[src/rtl/load_store_buffer.sv]
// In-order load/store queue: entries snoop operand broadcasts, the head issues one
// memory access at a time, and completions are broadcast back to the ROB.
module load_store_buffer #(
  parameter int unsigned LSB_WIDTH = 3,
  parameter int unsigned LSB_SIZE  = 2 ** LSB_WIDTH,
  parameter int unsigned ROB_WIDTH = 4
) (
  input  logic                 clockIn,
  input  logic                 resetIn,
  input  logic                 clearIn,
  input  logic                 addValid,
  input  logic                 addIsStore,
  input  logic [2:0]           addFunct3,
  input  logic [ROB_WIDTH-1:0] addRobIndex,
  input  logic [31:0]          addOffset,
  input  logic                 addBaseReady,
  input  logic [31:0]          addBaseVal,
  input  logic [ROB_WIDTH-1:0] addBaseDep,
  input  logic                 addDataReady,
  input  logic [31:0]          addDataVal,
  input  logic [ROB_WIDTH-1:0] addDataDep,
  output logic                 full,
  input  logic                 rsUpdate,
  input  logic [ROB_WIDTH-1:0] rsRobIndex,
  input  logic [31:0]          rsUpdateVal,
  input  logic [ROB_WIDTH-1:0] robBeginId,
  input  logic                 writeValid,
  output logic                 lsbUpdate,
  output logic [ROB_WIDTH-1:0] lsbRobIndex,
  output logic [31:0]          lsbUpdateVal,
  output logic                 memValid,
  output logic                 memWrite,
  output logic [31:0]          memAddr,
  output logic [1:0]           memSize,
  output logic [31:0]          memWriteData,
  input  logic                 memDone,
  input  logic [31:0]          memReadData
);

  localparam int unsigned CNT_W = LSB_WIDTH + 1;

  typedef struct packed {
    logic                 valid;
    logic                 is_store;
    logic [2:0]           funct3;
    logic [ROB_WIDTH-1:0] rob;
    logic [31:0]          offset;
    logic                 base_rdy;
    logic [31:0]          base_val;
    logic [ROB_WIDTH-1:0] base_dep;
    logic                 data_rdy;
    logic [31:0]          data_val;
    logic [ROB_WIDTH-1:0] data_dep;
  } entry_t;

  typedef enum logic {S_IDLE, S_WAIT_MEM} state_t;

  state_t               state_q, state_d;
  entry_t               ent_q [LSB_SIZE];
  entry_t               ent_d [LSB_SIZE];
  logic [LSB_WIDTH-1:0] head_q, head_d, tail_q, tail_d;
  logic [CNT_W-1:0]     count_q, count_d;
  logic                 drain_q, drain_d;
  logic                 full_q, full_d;
  logic                 lsb_upd_q, lsb_upd_d;
  logic [ROB_WIDTH-1:0] lsb_rob_q, lsb_rob_d;
  logic [31:0]          lsb_val_q, lsb_val_d;
  logic                 mem_valid_q, mem_valid_d;
  logic                 mem_write_q, mem_write_d;
  logic [31:0]          mem_addr_q, mem_addr_d;
  logic [1:0]           mem_size_q, mem_size_d;
  logic [31:0]          mem_wdata_q, mem_wdata_d;

  entry_t head_e, new_e;
  logic   issue_ok, push, pop;

  // Capture any operand whose producer tag matches a broadcast this cycle.
  function automatic entry_t wake(input entry_t e,
                                  input logic rs_v, input logic [ROB_WIDTH-1:0] rs_tag,
                                  input logic [31:0] rs_val,
                                  input logic l_v, input logic [ROB_WIDTH-1:0] l_tag,
                                  input logic [31:0] l_val);
    entry_t r;
    r = e;
    if (!r.base_rdy) begin
      if (rs_v && rs_tag == r.base_dep) begin
        r.base_rdy = 1'b1;
        r.base_val = rs_val;
      end else if (l_v && l_tag == r.base_dep) begin
        r.base_rdy = 1'b1;
        r.base_val = l_val;
      end
    end
    if (!r.data_rdy) begin
      if (rs_v && rs_tag == r.data_dep) begin
        r.data_rdy = 1'b1;
        r.data_val = rs_val;
      end else if (l_v && l_tag == r.data_dep) begin
        r.data_rdy = 1'b1;
        r.data_val = l_val;
      end
    end
    return r;
  endfunction

  function automatic logic [31:0] load_ext(input logic [2:0] f3, input logic [31:0] d);
    case (f3)
      3'b000:  return {{24{d[7]}}, d[7:0]};
      3'b001:  return {{16{d[15]}}, d[15:0]};
      3'b100:  return {24'd0, d[7:0]};
      3'b101:  return {16'd0, d[15:0]};
      default: return d;
    endcase
  endfunction

  always_comb begin
    state_d     = state_q;
    ent_d       = ent_q;
    head_d      = head_q;
    tail_d      = tail_q;
    count_d     = count_q;
    drain_d     = drain_q;
    lsb_upd_d   = 1'b0;
    lsb_rob_d   = lsb_rob_q;
    lsb_val_d   = lsb_val_q;
    mem_valid_d = mem_valid_q;
    mem_write_d = mem_write_q;
    mem_addr_d  = mem_addr_q;
    mem_size_d  = mem_size_q;
    mem_wdata_d = mem_wdata_q;
    push        = 1'b0;
    pop         = 1'b0;
    head_e      = ent_q[head_q];
    issue_ok    = head_e.valid && head_e.base_rdy &&
                  (!head_e.is_store ||
                   (head_e.data_rdy && writeValid && head_e.rob == robBeginId));

    new_e          = '0;
    new_e.valid    = 1'b1;
    new_e.is_store = addIsStore;
    new_e.funct3   = addFunct3;
    new_e.rob      = addRobIndex;
    new_e.offset   = addOffset;
    new_e.base_rdy = addBaseReady;
    new_e.base_val = addBaseVal;
    new_e.base_dep = addBaseDep;
    new_e.data_rdy = addDataReady;
    new_e.data_val = addDataVal;
    new_e.data_dep = addDataDep;
    new_e = wake(new_e, rsUpdate, rsRobIndex, rsUpdateVal, lsb_upd_q, lsb_rob_q, lsb_val_q);

    case (state_q)
      S_IDLE: begin
        if (issue_ok && !clearIn) begin
          state_d     = S_WAIT_MEM;
          mem_valid_d = 1'b1;
          mem_write_d = head_e.is_store;
          mem_addr_d  = head_e.base_val + head_e.offset;
          mem_size_d  = head_e.funct3[1:0];
          mem_wdata_d = head_e.data_val;
        end
      end
      S_WAIT_MEM: begin
        // A flushed store is already committed, so it keeps driving memory until done.
        if (clearIn && mem_write_q && !memDone) begin
          drain_d = 1'b1;
        end else if (clearIn || memDone) begin
          state_d     = S_IDLE;
          mem_valid_d = 1'b0;
          drain_d     = 1'b0;
          if (!clearIn && !drain_q) begin
            pop       = 1'b1;
            lsb_upd_d = 1'b1;
            lsb_rob_d = head_e.rob;
            lsb_val_d = head_e.is_store ? 32'd0 : load_ext(head_e.funct3, memReadData);
          end
        end
      end
      default: state_d = S_IDLE;
    endcase

    for (int unsigned i = 0; i < LSB_SIZE; i++) begin
      if (ent_d[i].valid) begin
        ent_d[i] = wake(ent_d[i], rsUpdate, rsRobIndex, rsUpdateVal,
                        lsb_upd_q, lsb_rob_q, lsb_val_q);
      end
    end

    if (clearIn) begin
      for (int unsigned i = 0; i < LSB_SIZE; i++) begin
        ent_d[i].valid = 1'b0;
      end
      head_d  = '0;
      tail_d  = '0;
      count_d = '0;
    end else begin
      if (pop) begin
        ent_d[head_q].valid = 1'b0;
        head_d = head_q + LSB_WIDTH'(1);
      end
      push = addValid && !drain_q && ((count_q < CNT_W'(LSB_SIZE)) || pop);
      if (push) begin
        ent_d[tail_q] = new_e;
        tail_d = tail_q + LSB_WIDTH'(1);
      end
      count_d = count_q + CNT_W'(push) - CNT_W'(pop);
    end

    // One slot of slack covers a dispatch already in flight upstream.
    full_d = (count_d >= CNT_W'(LSB_SIZE - 1)) || drain_d;
  end

  always_ff @(posedge clockIn) begin
    if (resetIn) begin
      state_q     <= S_IDLE;
      head_q      <= '0;
      tail_q      <= '0;
      count_q     <= '0;
      drain_q     <= 1'b0;
      full_q      <= 1'b0;
      lsb_upd_q   <= 1'b0;
      lsb_rob_q   <= '0;
      lsb_val_q   <= '0;
      mem_valid_q <= 1'b0;
      mem_write_q <= 1'b0;
      mem_addr_q  <= '0;
      mem_size_q  <= '0;
      mem_wdata_q <= '0;
      for (int unsigned i = 0; i < LSB_SIZE; i++) begin
        ent_q[i] <= '0;
      end
    end else begin
      state_q     <= state_d;
      head_q      <= head_d;
      tail_q      <= tail_d;
      count_q     <= count_d;
      drain_q     <= drain_d;
      full_q      <= full_d;
      lsb_upd_q   <= lsb_upd_d;
      lsb_rob_q   <= lsb_rob_d;
      lsb_val_q   <= lsb_val_d;
      mem_valid_q <= mem_valid_d;
      mem_write_q <= mem_write_d;
      mem_addr_q  <= mem_addr_d;
      mem_size_q  <= mem_size_d;
      mem_wdata_q <= mem_wdata_d;
      ent_q       <= ent_d;
    end
  end

  assign full         = full_q;
  assign lsbUpdate    = lsb_upd_q;
  assign lsbRobIndex  = lsb_rob_q;
  assign lsbUpdateVal = lsb_val_q;
  assign memValid     = mem_valid_q;
  assign memWrite     = mem_write_q;
  assign memAddr      = mem_addr_q;
  assign memSize      = mem_size_q;
  assign memWriteData = mem_wdata_q;

endmodule

[config.mk]
export PLATFORM = sky130hd
export DESIGN_NAME = load_store_buffer
export DESIGN_NICKNAME = d
export VERILOG_FILES = /design/src/rtl/load_store_buffer.sv
export SDC_FILE = /design/constraint.sdc
export NUM_CORES = 2
export LEC_CHECK = 0
export ABC_CLOCK_PERIOD_IN_PS = 6200
export CORE_UTILIZATION = 30
export DETAILED_ROUTE_END_ITERATION = 12
export PLACE_DENSITY = 0.5
export SLEW_MARGIN = 20
export SYNTH_ARGS = -nofsm -noshare
export SYNTH_HDL_FRONTEND = slang
export SYNTH_SLANG_ARGS = --single-unit
[constraint.sdc]
create_clock -name clockIn -period 6.2 [get_ports clockIn]
set_clock_uncertainty 0.1 [all_clocks]
set_input_delay 1.24 -clock clockIn [delete_from_list [all_inputs] [get_ports clockIn]]
set_output_delay 1.24 -clock clockIn [all_outputs]
set_load 0.05 [all_outputs]
==> impl_metrics.py <==
metrics = {
    "timing": {
        "setup_ws_ns": 1.22,
        "fmax_mhz": 201,
        "min_period_ns": 4.98,
        "rsz0062_at_grt": "false",
        "hold_violations": 0,
        "setup_viol": 0,
        "finalCritPeriodShare": 0.803,
        "final_max_slew_viol_count": 0,
        "max_slew.worst_pin.slew_ns": 1.23,
        "fin_setup_tns_ns": 0,
        "slew-limit-headroom": 0.180,
    },
    "cts": {
        "ctsResizeCount": 0,
        "cts_made_buffers": 131,
        "htreeDepth": 4,
        "root_buffer": "clkbuf_16",
        "cts.sinks": 1038,
        "clkSlewWorstSetupHoldPaths_ns": 0.06,
        "cts_setup_buffers": 0,
        "holdBufCountCts": 0,
        "cts_tree": "built",
        "clock_path_buffers": 3,
        "clock_latency_ns": 0.80,
    },
    "synth": {
        "async_flop_share": 0,
        "synth_edf_count": 0,
        "synthTopCellsByArea": "dfxtp_1 36%, mux2i_1 9.5%, a21oi_1 8.8%",
        "synth_top_area_frac": 0.361,
        "yosys_warnings": 0,
        "yosys.area.top_type": "dfxtp_1",
        "synthDistinctLibCells": 72,
        "synth_area_per_cell_um2": 8.26,
        "synth_area_um2": 57500,
        "synth_cells": 6964,
        "seq_area_frac_synth": 0.361,
        "syn-num-nets": 7196,
        "ys_ff_latch": 1038,
        "ys.flop_type": "dfxtp_1",
    },
    "detailed_routing": {
        "drt_pass1_iterations": 5,
        "drt-initial-drc-count": 5355,
        "drt.antenna.violating_nets": 0,
        "drt-vias-per-instance": 5.60,
        "vias": 52800,
        "drc_errors": 0,
        "routed_wl_um": 240000,
        "wl_per_cell_um": 25.5,
    },
    "worst_setup_path": {
        "required_ns": 6.74,
        "critPathKind": "flip-flop to flip-flop",
        "startpoint_type": "flip-flop",
        "critPathArrivalTime_ns": 5.52,
        "worstPathMaxFanout": 26,
        "crit_path_end_kind": "flip-flop",
    },
    "placed_design": {
        "finalWeightedCongestion": 0.845,
        "place_area_um2": 62700,
        "port_buffers": 298,
        "dp_hpwl_um": 146000,
        "post-place-ws_ns": 1.07,
    },
    "floorplan": {
        "core_um2": 190000,
        "io_pins": 299,
        "start_util": 0.302,
        "die_x_um": 440,
        "die-area_um2": 193000,
        "die_y_um": 440,
        "row_count": 160,
    },
    "status": {
        "status": "finished, final reports clean",
    },
    "power": {
        "peakVddDrop_mv": 0.226,
        "p_leak_nw": 20.1,
        "p_total_mw": 15.7,
        "cellPowerDensity_nw_per_um2": 235,
    },
    "global_route": {
        "antenna_found_initial": 14,
        "grt.total_usage": 0.241,
        "grt_max_degree": 182,
        "overflow": 0,
        "grt_pass1_vias": 50700,
        "grt_pass1_wl_um": 350000,
    },
    "job": {
        "maxCapViolCount": 0,
    },
    "layout": {
        "drive_gt1_frac": 0.107,
        "fill_cells": 19400,
        "nets": 7035,
        "final_common_cell": "nor2_1",
        "multi_input_area_um2": 33500,
        "stdcell_area_um2": 66900,
        "syn2layout_area_growth_pct": 16.3,
        "layout_common_cells": "1,105 x nor2_1, 1,035 x dfxtp_1, 1,010 x a21oi_1, 876 x nand2_1, 543 x mux2i_1",
        "regArea_um2": 20800,
    },
    "worst_hold_path": {
        "holdCritPathClass": "flip-flop to flip-flop",
    },
}
==> cells by family (layout without fill, tap and decap cells) <==
family,count (synthesis),in the layout,share of synthesized area
and+or+nand+nor,2206,2206,0.154
AOI/OAI and AO/OA,1875,1875,0.202
DFF,1038,1038,0.361
buffers and inverters,836,769,0.0613
muxes,822,822,0.191
xor gates and xnor gates,148,148,0.0225
adders and majority gates,39,39,0.00874
other,0,7,0
==> layout make-up <==
| type | instances | area share |
|---|---|---|
| repair buffers | 495 | 0.0758 |
| multi-input cells | 5090 | 0.501 |
| well taps | 2511 | 0.0470 |
| inverters | 47 | 0.00264 |
| clock buffers | 193 | 0.0566 |
| clock inverters | 34 | 0.00647 |
| diodes | 7 | 0.000262 |
| flip-flops and latches | 1038 | 0.311 |
==> path summary, 6_finish.rpt <==
path / slack, ns / from / depth (start not counted) / to
worst max-delay path: 1.22 / head_q[0]$_SDFFE_PP0P_ / 11 / memAddr[30]$_SDFFE_PP0P_
worst min-delay path: 0.35 / ent_q[432]$_SDFFE_PP0P_ / 2 / ent_q[432]$_SDFFE_PP0P_
worst max register to register: 1.22 / head_q[0]$_SDFFE_PP0P_ / 11 / memAddr[30]$_SDFFE_PP0P_
worst min register to register: 0.35 / ent_q[432]$_SDFFE_PP0P_ / 2 / ent_q[432]$_SDFFE_PP0P_
==> synthesized netlist by cell type, types with 52 or more instances <==
cell	n
mux2i_1	544
a22oi_1	64
clkbuf_1	486
xor2_1	96
mux4_2	211
nand2_1	884
nor2_1	1108
mux2_2	66
o21ai_0	60
dfxtp_1	1038
xnor2_1	52
buf_2	255
a21oi_1	1010
o2bb2ai_1	65
a211oi_1	536
==> flip-flops by register name, indices dropped and copies added, names as in the netlist <==
signal,flops
memValid,1
memAddr,32
tail_q,3
lsbUpdate,1
memWrite,1
lsbUpdateVal,32
full,1
memWriteData,32
ent_q,920
memSize,2
head_q,3
state_q,1
drain_q,1
lsbRobIndex,4
count_q,4
==> layer usage <==
| metal | track usage | up-vias | share of wire |
|---|---|---|---|
| met5 | 0 | - | 0.000046 |
| met4 | 0.119 | 2 | 0.048 |
| met3 | 0.0336 | 452 | 0.061 |
| met2 | 0.395 | 2026 | 0.47 |
| met1 | 0.310 | 26000 | 0.42 |
| li1 | - | 24300 | - |
==> report_power, final <==
group,leakage (nW),total [mW],switching [mW],internal [mW]
combinational,9.70,1.21,0.804,0.408
sequential,8.37,6.77,0.0368,6.73
clock,2.07,7.72,3.19,4.53
total,20.1,15.7,4.03,11.7
==> metrics by stage <==
stage	hold slack, ns	util	std cells
4_1_cts	0.353	0.351	9408
3_3_place_gp	0.338	0.329	9181
3_5_place_dp	0.345	0.329	9181
5_1_grt	0.365	0.351	9415
2_1_floorplan	0.333	-	6964
6_report	0.350	0.351	9415
==> critical path, cell delays in order (launching register included) <==
cell and delay [ns]:
dfxtp_4 0.79, buf_4 0.47, mux4_2 0.56, mux2_2 0.38, ha_1 0.41, a31oi_1 0.16, or4b_2 0.76, a21boi_0 0.36
nor2_1 0.15, o21ai_0 0.23, xnor2_1 0.26, o22ai_1 0.15
No activity file was read; power rests on OpenSTA's default activity.
